### src/rtl/fp_int_mul_pkg.sv
// Shared definitions for the FP16 x signed-INT MAC datapath.
//   - FP16 field widths and bias
//   - FSM state encoding for the bit-serial multiplier
//   - product width (significand width plus weight width)
//   - fp16_unpack: split an FP16 word into sign, biased exponent and
//     significand with the hidden bit restored (0 for subnormals/zero)
package fp_int_mul_pkg;

    localparam int EXP_W       = 5;
    localparam int FRAC_W      = 10;
    localparam int SIG_W       = 11;
    localparam int EXP_BIAS    = 15;
    localparam int W_WIDTH_DEF = 4;
    localparam int PROD_W      = SIG_W + W_WIDTH_DEF;

    typedef enum logic {
        IDLE = 1'b0,
        RUN  = 1'b1
    } state_e;

    typedef struct packed {
        logic             sign;
        logic [EXP_W-1:0] exp;
        logic [SIG_W-1:0] sig;
    } fp16_fields_t;

    // Inf/NaN are not special-cased: their fields flow through unchanged.
    function automatic fp16_fields_t fp16_unpack(input logic [15:0] a);
        fp16_fields_t r;
        r.sign = a[15];
        r.exp  = a[14:10];
        r.sig  = {(a[14:10] != 5'd0), a[9:0]};
        return r;
    endfunction

endpackage

### src/rtl/fp_int_mul.sv
// Sequential FP16 x signed-INT multiplier (bit-serial shift-add).
// Produces an unnormalized sign / biased exponent / integer mantissa
// triple for the downstream accumulator to align and sum.
//
// Ports:
//   clk          in   clock, rising edge
//   rst          in   asynchronous active-high reset
//   activation   in   FP16 operand, sampled on an accepted start
//   weight       in   two's-complement weight, sampled on an accepted start
//   start        in   request, accepted when busy=0
//   busy         out  multiply in progress
//   sign_out     out  product sign (registered)
//   exp_out      out  activation biased exponent (registered)
//   mantissa_out out  significand * |weight| (registered)
//   done         out  result valid, held until the next accepted start
module fp_int_mul
    import fp_int_mul_pkg::*;
#(
    parameter int ACT_WIDTH = 16,
    parameter int W_WIDTH   = 4,
    parameter int ACC_WIDTH = 32
) (
    input  logic                     clk,
    input  logic                     rst,
    input  logic [ACT_WIDTH-1:0]     activation,
    input  logic [W_WIDTH-1:0]       weight,
    input  logic                     start,
    output logic                     busy,
    output logic                     sign_out,
    output logic [EXP_W-1:0]         exp_out,
    output logic [SIG_W+W_WIDTH-1:0] mantissa_out,
    output logic                     done
);

    localparam int MANT_W = SIG_W + W_WIDTH;
    localparam int CNT_W  = $clog2(W_WIDTH + 1);

    // Elaboration-time guards on the parameter set.
    if (ACT_WIDTH != 16) begin : g_bad_act_width
        $error("fp_int_mul: only FP16 activations are supported");
    end
    if (ACC_WIDTH < MANT_W) begin : g_bad_acc_width
        $error("fp_int_mul: accumulator narrower than the product");
    end

    state_e              state_q;
    logic [SIG_W-1:0]    m_q;
    logic [W_WIDTH-1:0]  w_q;
    logic [MANT_W-1:0]   acc_q;
    logic [MANT_W-1:0]   acc_d;
    logic [CNT_W-1:0]    cnt_q;
    logic                sign_q;
    logic [EXP_W-1:0]    exp_q;
    logic                sign_out_q;
    logic [EXP_W-1:0]    exp_out_q;
    logic [MANT_W-1:0]   mant_out_q;
    logic                done_q;

    fp16_fields_t        act_f;
    logic [W_WIDTH-1:0]  w_mag;
    logic [MANT_W-1:0]   addend;
    logic                last_iter;

    assign act_f = fp16_unpack(activation);

    // Negating the most negative weight wraps back to the same bit pattern,
    // which read as unsigned is exactly its magnitude.
    assign w_mag = weight[W_WIDTH-1] ? -weight : weight;

    // w_q is shifted right each iteration so bit 0 is always the current
    // multiplier bit; the counter supplies the matching shift of m.
    always_comb begin
        addend = '0;
        if (w_q[0]) begin
            addend = MANT_W'(m_q) << cnt_q;
        end
        acc_d = acc_q + addend;
    end

    assign last_iter = (cnt_q == CNT_W'(W_WIDTH - 1));

    always_ff @(posedge clk or posedge rst) begin
        if (rst) begin
            state_q    <= IDLE;
            m_q        <= '0;
            w_q        <= '0;
            acc_q      <= '0;
            cnt_q      <= '0;
            sign_q     <= 1'b0;
            exp_q      <= '0;
            sign_out_q <= 1'b0;
            exp_out_q  <= '0;
            mant_out_q <= '0;
            done_q     <= 1'b0;
        end else begin
            case (state_q)
                IDLE: begin
                    if (start) begin
                        m_q     <= act_f.sig;
                        w_q     <= w_mag;
                        sign_q  <= act_f.sign ^ weight[W_WIDTH-1];
                        exp_q   <= act_f.exp;
                        acc_q   <= '0;
                        cnt_q   <= '0;
                        done_q  <= 1'b0;
                        state_q <= RUN;
                    end
                end
                RUN: begin
                    acc_q <= acc_d;
                    w_q   <= w_q >> 1;
                    cnt_q <= cnt_q + CNT_W'(1);
                    if (last_iter) begin
                        mant_out_q <= acc_d;
                        sign_out_q <= sign_q;
                        exp_out_q  <= exp_q;
                        done_q     <= 1'b1;
                        state_q    <= IDLE;
                    end
                end
                default: state_q <= IDLE;
            endcase
        end
    end

    assign busy         = (state_q == RUN);
    assign sign_out     = sign_out_q;
    assign exp_out      = exp_out_q;
    assign mantissa_out = mant_out_q;
    assign done         = done_q;

endmodule

### config.mk
export PLATFORM = sky130hd
export DESIGN_NAME = fp_int_mul
export DESIGN_NICKNAME = d
export VERILOG_FILES = /design/src/rtl/fp_int_mul_pkg.sv /design/src/rtl/fp_int_mul.sv
export SDC_FILE = /design/constraint.sdc
export NUM_CORES = 1
export LEC_CHECK = 0
export ABC_CLOCK_PERIOD_IN_PS = 4550
export CELL_PAD_IN_SITES_DETAIL_PLACEMENT = 1
export CELL_PAD_IN_SITES_GLOBAL_PLACEMENT = 1
export CORE_MARGIN = 10
export CORE_UTILIZATION = 23
export DETAILED_ROUTE_END_ITERATION = 16
export PLACE_DENSITY_LB_ADDON = 0.1
export SYNTH_ARGS = -nofsm -noshare
export SYNTH_HDL_FRONTEND = slang
export SYNTH_SLANG_ARGS = --single-unit
export TNS_END_PERCENT = 20
### constraint.sdc
create_clock -name clk -period 4.55 [get_ports clk]
set_input_delay 0.91 -clock clk [delete_from_list [all_inputs] [get_ports clk]]
set_output_delay 0.91 -clock clk [all_outputs]
set_load 0.1 [all_outputs]
==> reports/summary.log <==
INFO  synthesis      synthCells=349
INFO  placed_design  place_congestion=0.7699
INFO  cts            cts_tree=built
INFO  synthesis      synth.cells.most_frequent=dfrtp_1, nand2_1, mux2_2
INFO  cts            cts-buffers-inserted=9
INFO  synthesis      post-synth-top-count-cell=dfrtp_1
INFO  floorplanning  dieArea=20810um2
INFO  global_routing pin_count_of_the_biggest_net_entering_global_routing=40
INFO  critical_path  worst-setup-path-type=register to register
INFO  route          avg_vias_per_cell=4.681
INFO  route          drt.antenna.violating_nets=0
INFO  cells_and_area diodes=0
INFO  cells_and_area layoutNonFillerInstCount=587
INFO  cts            clock-root-buffer=clkbuf_16
INFO  timing         timing_max_transition_violations_final=0
INFO  synthesis      synth_largest_area_cell=dfrtp_1
INFO  timing         finalSetupTns=0ps
INFO  synthesis      synthesis.yosys.warnings=0
INFO  timing         max_clock_freq=0.2789GHz
INFO  timing         max_slew_margin=34.17%
INFO  floorplanning  die_width=144.3um
INFO  critical_path  crit_path_end_kind=register
INFO  timing         final-setup-viol-count=0
INFO  route          total_routed_wirelength=10300um
INFO  synthesis      synthFlopType=dfrtp_1
INFO  timing         fin_skew=10.04ps
INFO  synthesis      syn_avg_cell_area=10.17um2
INFO  synthesis      synth_edf_count=0
INFO  cts            cts_resized=0
INFO  synthesis      synth_cell_types=48
INFO  global_routing grt_pass1_wl=17040um
INFO  global_routing grt_pass1_vias=3101
INFO  critical_path  signal_arrival_time_at_the_worst_endpoint=3810ps
INFO  synthesis      syn_area=3551um2
INFO  cts            clk_latency=340ps
INFO  cts            clkSlewWorstSetupHoldPaths=50ps
INFO  placed_design  numPortBuffers=45
INFO  floorplanning  core_region_area=15150um2
INFO  cells_and_area post_route_cells_drive_above_1_share=15.54%
INFO  timing         finalCritPeriodShare=78.80%
INFO  route          routed-via-count=2748
INFO  outcome        status=finished, final reports clean
INFO  synthesis      synth-async-reset-ratio=100.0%
INFO  floorplanning  io-pin-count=46
INFO  cts            postCtsHoldBufs=0
INFO  placed_design  placedCellCount=571
INFO  cts            max-clock-path-buffers=2
INFO  critical_path  reg2reg_slack=960ps
INFO  placed_design  detailedPlacementHpwl=7486um
INFO  critical_path  crit_required=4770ps
INFO  cells_and_area postLayoutCoreUtil=29.81%
INFO  timing         grt_setup_unrepaired=no
INFO  global_routing globalRouteOverflowTotal=0
INFO  global_routing antenna_found_initial=0
INFO  job            drv.max_cap_violation_count=0
INFO  cts            post_cts.repair.setup_buffers=0
INFO  min_path       min-delay-path-class=register to register
INFO  floorplanning  y_dimension_of_the_die=144.3um
INFO  route          drtIter0Drc=82
INFO  synthesis      synth_top_area_share=43.69%
INFO  synthesis      ys_top_cells_by_area=dfrtp_1, mux2_2, ha_1
INFO  synthesis      synth.ff_latch_count=62
INFO  synthesis      ys_seq_area_share=43.69%
INFO  cells_and_area area_added_between_synthesis_and_finish=27.13%
INFO  timing         worst_pin_slew=984.4ps
INFO  cells_and_area post-route-cell-area=4514um2
INFO  global_routing grtUsageTotal=10.74%
INFO  critical_path  crit_path_start_kind=register
INFO  synthesis      synth_fp_nets=390
INFO  critical_path  crit_fanout=19
INFO  cts            cts_max_level=3
INFO  cts            clkSinkCount=62
INFO  placed_design  post_dp_cell_area=4223um2
INFO  route          detailedRoute.firstPassIterationCount=4
INFO  timing         fin_crit=3586ps
INFO  route          mean_routed_wirelength_per_cell=17.54um
INFO  floorplanning  rows=45
INFO  floorplanning  initial_core_util=23.44%
INFO  cells_and_area design.final.nets=435
INFO  timing         hold_vio_cnt_final=0
INFO  route          post-route-drc-count=0
-- final timing paths --
path	start	to	depth (start not counted)
worst max-delay path	cnt_q[1]$_DFFE_PP0P_	mantissa_out[12]$_DFFE_PP0P_	10
min in group asynchronous	rst	exp_q[1]$_DFFE_PP0P_	2
worst min-delay path	w_q[2]$_DFFE_PP0P_	w_q[1]$_DFFE_PP0P_	2
worst max register to register	cnt_q[1]$_DFFE_PP0P_	mantissa_out[12]$_DFFE_PP0P_	10
max in group asynchronous	rst	acc_q[5]$_DFFE_PP0P_	3
worst min register to register	w_q[2]$_DFFE_PP0P_	w_q[1]$_DFFE_PP0P_	2
-- layout make-up --
cell class                 instances  area [um2]
multi-input combinational        262        1907
timing repair buffer              52       503.0
sequential                        62        1551
clock inverter                     6       62.56
inverter                           7       26.28
clock buffer                      10       229.0
tap                              188       235.2
fill                            1692       10630
-- sequential cells by signal (all words and copies together), names as in the netlist --
name / cells
exp_q: 5
mantissa_out: 15
busy: 1
exp_out: 5
w_q: 4
m_q: 11
sign_out: 1
done: 1
cnt_q: 3
acc_q: 15
sign_q: 1
-- per-layer routing --
layer  up-vias  routed length, um  GRT usage [%]
li1       1346                  -              -
met5         -                  0              0
met2        48               4584          16.67
met4         0                228          5.426
met3        14                410          2.493
met1      1340               5072          13.65
-- critical path, stage by stage, from the launching register on --
cell and delay, ps:
dfrtp_1 800, mux2_2 420, o21ai_0 290, nor2_1 70
o21a_1 190, ha_1 340, a211o_1 320, o32a_4 350
a221oi_2 280, xnor2_1 120, mux2_4 270
-- placed cells by master (no fill, tap or decap), types with 2 or more instances in the layout --
cell	synthesis	layout
clkinvlp_4	0	3
inv_1	6	5
or3_1	2	2
ha_1	17	17
nand4_1	3	3
clkdlybuf4s50_1	0	45
nand3_1	4	4
xnor2_1	11	11
o211ai_1	5	5
mux2i_1	11	11
mux2_2	34	34
a21o_1	11	11
nor2_1	27	27
nand2_1	41	41
clkbuf_16	0	9
nor3b_1	4	4
o21a_1	3	3
o211a_1	2	2
nor2b_1	8	7
dfrtp_1	62	62
nor3_1	5	5
and2_1	3	3
xor2_1	2	2
clkinv_2	0	2
a21boi_0	4	4
a31oi_1	3	3
o22ai_1	2	2
a22o_1	7	7
buf_4	0	7
a21oi_1	14	14
o21ai_0	21	21
-- logic make-up (layout without fill, tap and decap cells) --
| family | Yosys count | count (layout) | synth area share [%] |
|---|---|---|---|
| mux | 46 | 46 | 14.31 |
| fa+ha+maj | 18 | 18 | 6.554 |
| simple gates | 102 | 102 | 13.21 |
| compound gates | 83 | 83 | 16.35 |
| flops | 62 | 62 | 43.69 |
| xor+xnor | 13 | 13 | 3.207 |
| buf+inv | 25 | 75 | 2.678 |
-- per-stage QoR --
step / setup slack [ps] / hold WS, ps
finish: 964.4 / 482.6
CTS: 947.6 / 482.7
global route: 538.0 / 518.8
detailed placement: 951.6 / 471.0
global placement: 985.1 / 462.6
floorplan: 1394 / 444.7
Power is left out: the tool's default activity adds up to more than one toggle a clock period on the data nets, which glitch-free logic cannot reach.
==> RTL edit (same flow settings) <==
Reset style: synchronous (`rst`), changed in one clocked block. Comments in the files are not updated.
--- a/src/rtl/fp_int_mul.sv
+++ b/src/rtl/fp_int_mul.sv
@@ -81,3 +81,3 @@
 
-    always_ff @(posedge clk or posedge rst) begin
+    always_ff @(posedge clk) begin
         if (rst) begin
Function: differs if rst is asserted again (counterexample within 4 cycles, from zero or initial values and one cycle with rst high); with rst held inactive, the same outputs for 10 cycles.
==> RTL edit against the original RTL <==
  * Sequential share of layout area fell by 5.4 points
  * Die area decreased by 4.4%
  * Synthesized area shrank 5.1%
  * Critical path type unchanged
  * Final area decreased by 5.0%
  * Critical path depth is 1 higher
  * Routed wire length is 0.64% higher
  * Worst setup slack gained 0.21 ns
  * Clock skew fell by 0.0054 ns
  * Utilization down 0.087 points
  * Sequential cell count stayed put
==> RTL edit: results <==
group,metric,value,unit
status,run_status,"finished clean",
placement,place_hpwl,7700,um
yosys,dominantRegCellSynth,"dfxtp_1",
cts,cts.path.max_buffers,2,
yosys,synth_fp_nets,448,
placement,port_buffers,45,
global_routing,grt_pass1_wl,17100,um
setup_path,max_stage_delay,0.75,ns
setup_path,cp_max_fo,17,
cts,cts_inserted_buffers,9,
drt,wl_met2,4960,um
yosys,ys_seq_area_share,36.8,%
cts,cts.clk_slew.worst_paths,0.05,ns
placement,dp_cells,619,
min_path,whs_path_depth,2,
cts,postCtsSetupBuffers,0,
drt,firstDrtPassIters,4,
setup_path,critical_path_arrival,3.66,ns
power,switching_share,25.7,%
cts,cts_root_buf,"clkbuf_16",
yosys,syn_avg_cell_area,8.28,sq um
cells_and_area,fillerInstances,1713,
yosys,yosys-top-cells-area,"dfxtp_1 (37%), a21oi_1 (6.5%), nand2_1 (6.3%)",
placement,routabilityCongestion,0.800,
setup_path,rr_worst_depth,11,
cts,cts_max_level,3,
drt,routed_wl,10400,um
drt,wl_per_cell,16.3,um
cts,postCtsResizedCells,0,
global_routing,antenna_found_initial,0,
drt,wl_met1,4910,um
placement,dpl-instance-area,0.00401,sq mm
setup_path,critPathTopFamily,"compound AO/OA/AOI/OAI gates",
yosys,synthMuxAreaShare,4.83,%
yosys,ys_types,48,
global_routing,track_usage,10.7,%
cells_and_area,antennaDiodeCount,0,
power,power_density,314,mW/mm^2
min_path,worstHoldPathType,"reg2reg",
floorplanning,num_rows,44,
power,peakVddDrop,0.000169,V
cts,insertion_delay,0.34,ns
power,leakagePower,1.64,nW
drt,wl_met3,321,um
drt,top_layer,"met4",
setup_path,cp_slowest_cell,"dfxtp_1",
yosys,synth_compound_gate_area_share,23.5,%
cells_and_area,drive_above_1_share,7.33,%
yosys,synth_warnings,0,
global_routing,grt_max_degree,44,
yosys,ys_top_cells_by_count,"dfxtp_1 (62), nand2_1 (57), a21oi_1 (44)",
sta,skew,0.00462,ns
drt,num_vias,3017,
yosys,synthAdderAreaFrac,6.90,%
yosys,async_flop_share,0,%
yosys,synth_xor_area_share,3.38,%
sta,slew_headroom,34.6,%
global_routing,grt_pass1_vias,3334,
cells_and_area,fin_nets,487,
drt,drt_iter0_drc,72,
-- RTL edit: changes by cell type in the layout (fill, tap and decap cells not counted), moves of 6 or more --
cell / unedited run / this run
mux2_2: 34 / 2
a22o_1: 7 / 18
nor3b_1: 4 / 10
a21oi_1: 14 / 43
dfxtp_1: 0 / 62
nor2_1: 27 / 40
o21ai_0: 21 / 12
nand2_1: 41 / 57
a21o_1: 11 / 4
dfrtp_1: 62 / 0
-- RTL edit: final timing paths --
check | endpoint | startpoint | slack, ns
worst max-delay path | acc_q[14] | cnt_q[1] | 1.17
worst min-delay path | exp_q[0] | exp_q[0] | 0.45
worst max register to register | acc_q[14] | cnt_q[1] | 1.17
worst min register to register | exp_q[0] | exp_q[0] | 0.45
-- RTL edit: stage by stage --
step / setup WS [ns] / total power, W
6_report: 1.17 / 0.00135
5_1_grt: 0.857 / 0.00141
4_1_cts: 1.16 / 0.00138
3_5_place_dp: 1.16 / 0.000717
3_3_place_gp: 1.27 / 0.000715
2_1_floorplan: 1.76 / 0.000662
-- RTL edit: layer usage --
layer / vias to the layer above / track usage (%)
met5: - / 0
met3: 13 / 3.19
met2: 32 / 17.7
li1: 1527 / -
met4: 0 / 4.57
met1: 1445 / 12.4
-- RTL edit: layout make-up --
type                       count  share of cell area (%)
clock buffer                  11                    5.90
clock inverter                 4                   0.525
inverter                      10                   0.876
multi-input combinational    311                    46.7
sequential                    62                    29.0
tap                          184                    5.37
timing repair buffer          52                    11.7
-- RTL edit: power groups by stage --
stage / Clock, W / Combinational, W / Sequential [W]
after floorplan: 0 / 0.0000815 / 0.000580
after global placement: 0 / 0.000131 / 0.000584
after detailed placement: 0 / 0.000132 / 0.000585
after CTS: 0.000676 / 0.000133 / 0.000573
after global routing: 0.000694 / 0.000145 / 0.000575
final: 0.000646 / 0.000129 / 0.000573
